## config.mk

```make
export PLATFORM = sky130hd
export DESIGN_NAME = image_ram_streamer_flat
export DESIGN_NICKNAME = d
export VERILOG_FILES = /design/src/rtl/image_pkg.sv /design/src/rtl/image_ram_streamer_if.sv /design/src/rtl/row_serializer.sv /design/src/rtl/image_ram_streamer.sv /design/src/flat_wrapper.sv
export SDC_FILE = /design/constraint.sdc
export NUM_CORES = 1
export LEC_CHECK = 0
export CAP_MARGIN = 20
export CORE_MARGIN = 2
export CORE_UTILIZATION = 52
export DETAILED_ROUTE_END_ITERATION = 16
export GPL_TIMING_DRIVEN = 0
export PLACE_DENSITY = 0.85
export SLEW_MARGIN = 20
export SYNTH_ARGS = -nofsm -noshare
export SYNTH_HDL_FRONTEND = slang
export SYNTH_HIERARCHICAL = 1
export SYNTH_SLANG_ARGS = --single-unit
export TNS_END_PERCENT = 100
```

## constraint.sdc

```tcl
create_clock -name clk -period 3.08 [get_ports clk]
set_clock_uncertainty 0.2 [all_clocks]
set_input_delay 0.308 -clock clk [delete_from_list [all_inputs] [get_ports clk]]
set_output_delay 0.308 -clock clk [all_outputs]
set_load 0.05 [all_outputs]
```

## src/rtl/image_pkg.sv

```systemverilog
// Shared constants and FSM state type for the image RAM streamer.
package image_pkg;

  localparam int unsigned IMG_ROWS  = 49;
  localparam int unsigned IMG_WIDTH = 64;
  localparam int unsigned ADDR_W    = 7;

  typedef enum logic [2:0] {
    StIdle,
    StReq,
    StLoad,
    StShift,
    StDone
  } stream_state_e;

endpackage

```

## src/rtl/image_ram_streamer_if.sv

```systemverilog
// RAM read port and serial pixel stream shared by the streamer and its environment.
interface image_ram_streamer_if #(
  parameter int unsigned IMG_WIDTH = image_pkg::IMG_WIDTH,
  parameter int unsigned ADDR_W    = image_pkg::ADDR_W
);

  logic [ADDR_W-1:0]    ramaddress;
  logic                 read_request;
  logic [IMG_WIDTH-1:0] ramdata;
  logic                 pix_data;
  logic                 pix_valid;
  logic                 pix_ready;
  logic                 row_last;
  logic                 frame_last;

  modport master (
    output ramaddress, read_request, pix_data, pix_valid, row_last, frame_last,
    input  ramdata, pix_ready
  );

  modport slave (
    input  ramaddress, read_request, pix_data, pix_valid, row_last, frame_last,
    output ramdata, pix_ready
  );

endinterface

```

## src/rtl/row_serializer.sv

```systemverilog
// Serialises one captured RAM word LSB first; STREAM_ROW_PARITY_EN appends an
// even-parity beat to each row and moves row_last onto it.
module row_serializer #(
  parameter int unsigned IMG_WIDTH = image_pkg::IMG_WIDTH
) (
  input  logic                 clk,
  input  logic                 rst,
  input  logic                 load,
  input  logic                 accept,
  input  logic [IMG_WIDTH-1:0] ramdata,
  output logic                 pix_data,
  output logic                 row_last
);

  localparam int unsigned ColW = $clog2(IMG_WIDTH) + 1;

`ifdef STREAM_ROW_PARITY_EN
  localparam int unsigned LastCol = IMG_WIDTH;
`else
  localparam int unsigned LastCol = IMG_WIDTH - 1;
`endif

  localparam logic [ColW-1:0] LastColV = ColW'(LastCol);

  logic [IMG_WIDTH-1:0] shift_q;
  logic [ColW-1:0]      col_q;

  always_ff @(posedge clk) begin
    if (rst) begin
      shift_q <= '0;
      col_q   <= '0;
    end else if (load) begin
      shift_q <= ramdata;
      col_q   <= '0;
    end else if (accept) begin
      shift_q <= shift_q >> 1;
      col_q   <= col_q + ColW'(1);
    end
  end

  assign row_last = (col_q == LastColV);

`ifdef STREAM_ROW_PARITY_EN
  logic parity_q;

  always_ff @(posedge clk) begin
    if (rst) begin
      parity_q <= 1'b0;
    end else if (load) begin
      parity_q <= ^ramdata;
    end
  end

  assign pix_data = row_last ? parity_q : shift_q[0];
`else
  assign pix_data = shift_q[0];
`endif

endmodule

```

## src/rtl/image_ram_streamer.sv

```systemverilog
// Streams a frame of IMG_ROWS RAM words as a 1-bit pixel stream, one row read
// per row. Optional parity beat per row via STREAM_ROW_PARITY_EN (see row_serializer).
module image_ram_streamer #(
  parameter int unsigned IMG_ROWS  = image_pkg::IMG_ROWS,
  parameter int unsigned IMG_WIDTH = image_pkg::IMG_WIDTH,
  parameter int unsigned ADDR_W    = image_pkg::ADDR_W
) (
  input  logic                        clk,
  input  logic                        rst,
  input  logic                        start,
  output logic                        busy,
  output logic                        done,
  image_ram_streamer_if.master        bus
);

  import image_pkg::*;

  stream_state_e     state_q;
  logic [ADDR_W-1:0] row_q;
  logic [ADDR_W-1:0] ramaddress_q;
  logic              read_request_q;
  logic              pix_valid_q;
  logic              busy_q;
  logic              done_q;

  logic ser_data;
  logic ser_row_last;
  logic accept;
  logic last_row;

  assign accept   = pix_valid_q & bus.pix_ready;
  assign last_row = (row_q == ADDR_W'(IMG_ROWS - 1));

  always_ff @(posedge clk) begin
    if (rst) begin
      state_q        <= StIdle;
      row_q          <= '0;
      ramaddress_q   <= '0;
      read_request_q <= 1'b0;
      pix_valid_q    <= 1'b0;
      busy_q         <= 1'b0;
      done_q         <= 1'b0;
    end else begin
      read_request_q <= 1'b0;
      done_q         <= 1'b0;
      unique case (state_q)
        StIdle: begin
          if (start) begin
            state_q        <= StReq;
            row_q          <= '0;
            ramaddress_q   <= '0;
            read_request_q <= 1'b1;
            busy_q         <= 1'b1;
          end
        end
        StReq: state_q <= StLoad;
        StLoad: begin
          state_q     <= StShift;
          pix_valid_q <= 1'b1;
        end
        StShift: begin
          if (accept && ser_row_last) begin
            pix_valid_q <= 1'b0;
            if (last_row) begin
              state_q <= StDone;
              done_q  <= 1'b1;
            end else begin
              // Address goes out with the strobe, so it follows the new row.
              state_q        <= StReq;
              row_q          <= row_q + ADDR_W'(1);
              ramaddress_q   <= row_q + ADDR_W'(1);
              read_request_q <= 1'b1;
            end
          end
        end
        StDone: begin
          state_q <= StIdle;
          busy_q  <= 1'b0;
        end
        default: state_q <= StIdle;
      endcase
    end
  end

  row_serializer #(
    .IMG_WIDTH (IMG_WIDTH)
  ) u_row_serializer (
    .clk      (clk),
    .rst      (rst),
    .load     (state_q == StLoad),
    .accept   (accept),
    .ramdata  (bus.ramdata),
    .pix_data (ser_data),
    .row_last (ser_row_last)
  );

  assign bus.ramaddress   = ramaddress_q;
  assign bus.read_request = read_request_q;
  assign bus.pix_valid    = pix_valid_q;
  assign bus.pix_data     = pix_valid_q & ser_data;
  assign bus.row_last     = pix_valid_q & ser_row_last;
  assign bus.frame_last   = pix_valid_q & ser_row_last & last_row;
  assign busy             = busy_q;
  assign done             = done_q;

endmodule

```

## src/flat_wrapper.sv

```systemverilog
// flat-port wrapper written by rule: the top's interface ports become plain ports
module image_ram_streamer_flat import image_pkg::*;
#(
  parameter int unsigned IMG_ROWS  = image_pkg::IMG_ROWS,
  parameter int unsigned IMG_WIDTH = image_pkg::IMG_WIDTH,
  parameter int unsigned ADDR_W    = image_pkg::ADDR_W
)
  (clk, rst, start, busy, done, bus_ramaddress, bus_read_request, bus_pix_data, bus_pix_valid, bus_row_last, bus_frame_last, bus_ramdata, bus_pix_ready);
  image_ram_streamer_if #(.IMG_WIDTH(IMG_WIDTH), .ADDR_W(ADDR_W)) bus_i ();
  input  logic clk;
  input  logic rst;
  input  logic start;
  output logic busy;
  output logic done;
  output wire logic [$bits(bus_i.ramaddress)-1:0] bus_ramaddress;
  output wire logic [$bits(bus_i.read_request)-1:0] bus_read_request;
  output wire logic [$bits(bus_i.pix_data)-1:0] bus_pix_data;
  output wire logic [$bits(bus_i.pix_valid)-1:0] bus_pix_valid;
  output wire logic [$bits(bus_i.row_last)-1:0] bus_row_last;
  output wire logic [$bits(bus_i.frame_last)-1:0] bus_frame_last;
  input wire logic [$bits(bus_i.ramdata)-1:0] bus_ramdata;
  input wire logic [$bits(bus_i.pix_ready)-1:0] bus_pix_ready;
  assign bus_ramaddress = bus_i.ramaddress;
  assign bus_read_request = bus_i.read_request;
  assign bus_pix_data = bus_i.pix_data;
  assign bus_pix_valid = bus_i.pix_valid;
  assign bus_row_last = bus_i.row_last;
  assign bus_frame_last = bus_i.frame_last;
  assign bus_i.ramdata = bus_ramdata;
  assign bus_i.pix_ready = bus_pix_ready;
  image_ram_streamer #(.IMG_ROWS(IMG_ROWS), .IMG_WIDTH(IMG_WIDTH), .ADDR_W(ADDR_W)) u_core (.clk(clk), .rst(rst), .start(start), .busy(busy), .done(done), .bus(bus_i));
endmodule
```

* Yosys cells after proc, flatten, opt, wreduce, memory -nomap -nowiden
Cells that the tools add are included.
Word-level totals: register bits after elaboration 85, input bits 68, output and inout bits 14, word-level logic and storage cells 56
Cells by class: $add $sub $neg 2, equality and inequality tests 9, multiplexer cells 19, bitwise gates (word level) 6, reductions and logical operators 12
Operators by type and width (number):
- two-way mux 64 bit | 2
- two-way mux 7 bit | 3
- adder 7 x 1 -> 7 bit (second input constant) | 2
- equality test 7 x 6 -> 1 bit (second input constant) | 2
- case mux 7 bit (2 select lines) | 1
- case mux 3 bit (4 select lines) | 1
- two-way mux 3 bit | 3
- nonzero test 2 bit | 4
- equality test 3 x 2 -> 1 bit (second input constant) | 2
- two-way mux 1 bit | 6
- case mux 1 bit (2 select lines) | 3
- AND reduction 2 bit | 3
- bitwise AND 1 bit | 4
- inequality test 2 bit (second input constant) | 2
- AND reduction 4 bit | 1
- equality test 3 x 1 -> 1 bit (second input constant) | 1
- equality test 3 bit (second input constant) | 1
- logical NOT 3 bit | 1
- OR reduction 3 bit | 1
- inequality test 2 x 1 -> 1 bit (second input constant) | 1
- inverter 1 bit | 2
- OR reduction 2 bit | 1
- logical AND 1 bit | 1

* Logic depth before layout (Yosys ltp)
depth after elaboration 4, mapped depth 7, mapped depth without buffers 7

* By module
The synthesis kept the hierarchy.
Modules (own cells, without submodules):
- row_serializer | times used 1, cells an instance 311, area each 3310.7 um2, sequential area each 1421.4 um2
- image_ram_streamer | times used 1, cells an instance 87, area each 769.5 um2, sequential area each 280.3 um2

* Worst setup path before layout
Ideal clock, no wire load.
path type register to output, start reg u_core.u_row_serializer.col_q[0], end out bus_frame_last, arrival time 2.025 ns, required time 2.572 ns, slack 0.547 ns, cell stages (with the launch flop) 6, path through dfxtp_1 ha_1 nand4_1 nor3b_1 and2_1 and2_1
Between the ends: longest elaborated chain between the ends 3
Ends and longest elaborated chain:
- from (decl) | RTL line row_serializer.sv:26 | logic [ColW-1:0] col_q;
- from (signal assigned) | RTL line row_serializer.sv:37 | col_q <= col_q + ColW'(1);
- equality test 7 x 6 -> 1 bit | RTL line row_serializer.sv:41 | assign row_last = (col_q == LastColV);
- via u_core.ser_row_last | RTL line image_ram_streamer.sv:27 | logic ser_row_last;
- bitwise AND 1 bit
- via bus_row_last | RTL line flat_wrapper.sv:19 | output wire logic [$bits(bus_i.row_last)-1:0] bus_row_last;
- bitwise AND 1 bit | RTL line image_ram_streamer.sv:102 | assign bus.frame_last = pix_valid_q & ser_row_last & last_row;
- to (decl) | RTL line flat_wrapper.sv:20 | output wire logic [$bits(bus_i.frame_last)-1:0] bus_frame_last;
The timed path passes the listed nets, and every way through them passes these cells.

* Final worst setup path
start reg u_core.u_row_serializer.col_q[0], end out bus_frame_last
Between the ends: longest elaborated chain between the ends 3
Ends and longest elaborated chain (RTL line):
- equality test 7 x 6 -> 1 bit | row_serializer.sv:41
- via u_core.ser_row_last | image_ram_streamer.sv:27
- bitwise AND 1 bit (2 in a row) | image_ram_streamer.sv:102
The timed path passes the listed nets, and every way through them passes these cells.

==> impl_metrics.ini <==
[critical_path]
cp-start-kind = register
critPathArrivalTime_ps = 2340
ff2ff_path_depth = 7
crit_fanout = 4
cp-end-kind = output pin
cp.required_ps = 2570
crit_type = reg -> out

[timing]
min_period_ps = 2840
hold_slack_ps = 288
tightestPinTransition_ps = 519
rsz0062_at_grt = no
hold_viol_final = 0
final-setup-viol-count = 0
relSlewSlack_pct = 65.4
period_share_pct = 92.3
fin_tns_setup_ps = 0
fmax_mhz = 352
maxSlewViolCount = 0

[die]
die_w_um = 92.6
die_h_um = 92.6
die-area_sq_um = 8570
core_area_sq_um = 7650
boundaryPins = 82
rows = 32
initial_core_util_pct = 53.4

[synth]
synth.distinct_cells = 46
async_flop_share_pct = 0
syn_area_sq_um = 4080
ys_top_cells_by_area = dfxtp_1 (42%), mux2_2 (17%), mux2i_1 (16%)
ys_ff_latch = 85
yosysSeqAreaShare_pct = 41.7
synth.avg_cell_area_sq_um = 10.3
synth_cells = 398
synth_top_area_share_pct = 41.7
synth_edf_count = 0
syn_nets = 469
yosysWarningCount = 6
ys.flop_type = dfxtp_1
yosysTopAreaCell = dfxtp_1

[detailed_routing]
vias = 3133
dr.pass1.iters = 4
totalWireLength_um = 8260
final_antenna_net_count = 0
wl_per_cell_um = 13.9
drt_iter0_markers = 80
routed_via_density = 5.26
drc = 0

[clocking]
postCtsSetupRepairBufs = 0
cts.sinks = 85
ctsHoldBuffers = 0
cts_resized = 1
cts-root-buf = clkbuf_8
cts.path.max_buffers = 2
insertion_delay_ps = 350
path_clk_slew_ps = 70
cts_tree = built
htreeDepth = 3
cts_buffers = 9

[placed_design]
port_buffers = 81
hpwl_um = 5950
gp_congestion = 0.850

[global_route]
grt_max_degree = 14
antenna_found_initial = 0
grt_first_pass_wirelength_um = 13800
track_usage_pct = 19.8
grt_pass1_vias = 3031
overflow = 0

[worst_hold_path]
min_path_cells = 2
hp-class = reg -> reg

[power]
ir_drop_v = 0.000300
p_per_area_nw_per_um2 = 488
leakagePower_nw = 2.05
power.total_mw = 2.57

[status]
outcome = completed

[run]
max_cap_viol_count = 0

[layout]
num_antenna_cells = 0
fin_nets = 561
fin_util_pct = 68.9
nFillCells = 600
syn2layout_area_growth_pct = 29.1
drive_gt1_share_pct = 20.6
-- flip-flops by register name, indices dropped and copies added, names as in the netlist --
register,flops
u_core/busy,1
u_core/bus.read_request,1
u_core/bus.pix_valid,1
u_core/u_row_serializer/col_q,7
u_core/bus.ramaddress,7
u_core/done,1
u_core/u_row_serializer/shift_q,64
u_core/state_q,3
-- critical path, cell delays in order (launching register included) --
cell           delay, ps
dfxtp_1              420
ha_1                 210
nand4_1              140
nor3b_1              390
and2_1               210
and2_1               110
dlygate4sd2_1        520
-- path summary, 6_finish.rpt --
path / start / end / slack, ps
worst max-delay path: u_core/u_row_serializer/col_q[0] / bus_frame_last / 240
worst min-delay path: u_core/bus.ramaddress[6] / u_core/bus.ramaddress[6] / 290
worst max register to register: u_core/u_row_serializer/col_q[0] / u_core/bus.ramaddress[1] / 640
worst min register to register: u_core/bus.ramaddress[6] / u_core/bus.ramaddress[6] / 290
-- placed cells by master (no fill, tap or decap), drive strengths merged, types with 2 or more instances in the layout --
cell and n:
a211oi 7, xor2 3, mux2 63, clkdlybuf4s50 79
nand2b 4, clkbuf 21, a31oi 2, ha 3
and2 4, a21oi 7, nand4 5, nand4b 4
o21ai 6, or3 3, o211ai 3, nand2 4
inv 4, nor2 77, dfxtp 85, nor3 3
bufinv 3, or2 3, and3 2, buf 16
nor3b 3, mux2i 64, nand3b 3
-- synth_stat cells (3+ instances only) --
| cell type | number |
|---|---|
| dfxtp_1 | 85 |
| nor2_1 | 77 |
| mux2i_1 | 64 |
| mux2_2 | 63 |
| buf_2 | 10 |
| clkbuf_1 | 10 |
| a211oi_1 | 7 |
| a21oi_1 | 6 |
| o21ai_0 | 5 |
| and2_1 | 4 |
| inv_1 | 4 |
| nand2_1 | 4 |
| nand2b_1 | 4 |
| nand4_1 | 4 |
| nand4b_1 | 4 |
| buf_4 | 3 |
| ha_1 | 3 |
| nor3_1 | 3 |
| nor3b_1 | 3 |
| or3_1 | 3 |
| xor2_1 | 3 |
-- where the power goes --
group | switching [mW] | leakage, nW | internal [mW]
registers | 0.0349 | 0.692 | 1.16
clock network | 0.380 | 0.125 | 0.578
logic | 0.179 | 1.23 | 0.235
-- through the flow --
| stage | worst slack (ps) | instance area (sq um) | cells |
|---|---|---|---|
| floorplan | 547 | 4080 | 398 |
| global placement | 324 | 5020 | 581 |
| detailed placement | 319 | 5020 | 581 |
| CTS | 28.1 | 5260 | 596 |
| global route | 27.5 | 5270 | 596 |
| finish | 237 | 5270 | 596 |
-- layout make-up --
| cell class | instances | area, sq um | share of cell area (%) |
|---|---|---|---|
| Inverter | 4 | 15.0 | 0.285 |
| Timing Repair Buffer | 81 | 812 | 15.4 |
| Tap cell | 102 | 128 | 2.42 |
| Clock buffer | 11 | 151 | 2.87 |
| Sequential cell | 85 | 1700 | 32.3 |
| Clock inverter | 4 | 95.1 | 1.81 |
| Buffer | 26 | 140 | 2.66 |
| Multi-Input combinational cell | 283 | 2220 | 42.2 |
-- cell families after synthesis --
kind of cell / count (synthesis) / synth area share [%]
adders and majority gates: 3 / 0.920
muxes: 127 / 33.1
DFF: 85 / 41.7
AOI/OAI and AO/OA: 31 / 5.55
xor gates and xnor gates: 4 / 0.859
buffers and inverters: 30 / 3.80
and+or+nand+nor: 118 / 14.1
-- per-layer routing --
layer	vias up	track usage, %	routed length [um]
met1	1474	24.6	3750
li1	1583	-	-
met4	0	6.34	51
met5	-	0	0
met3	4	5.70	448
met2	72	33.2	4010
Power figures use the tool's default switching activity.
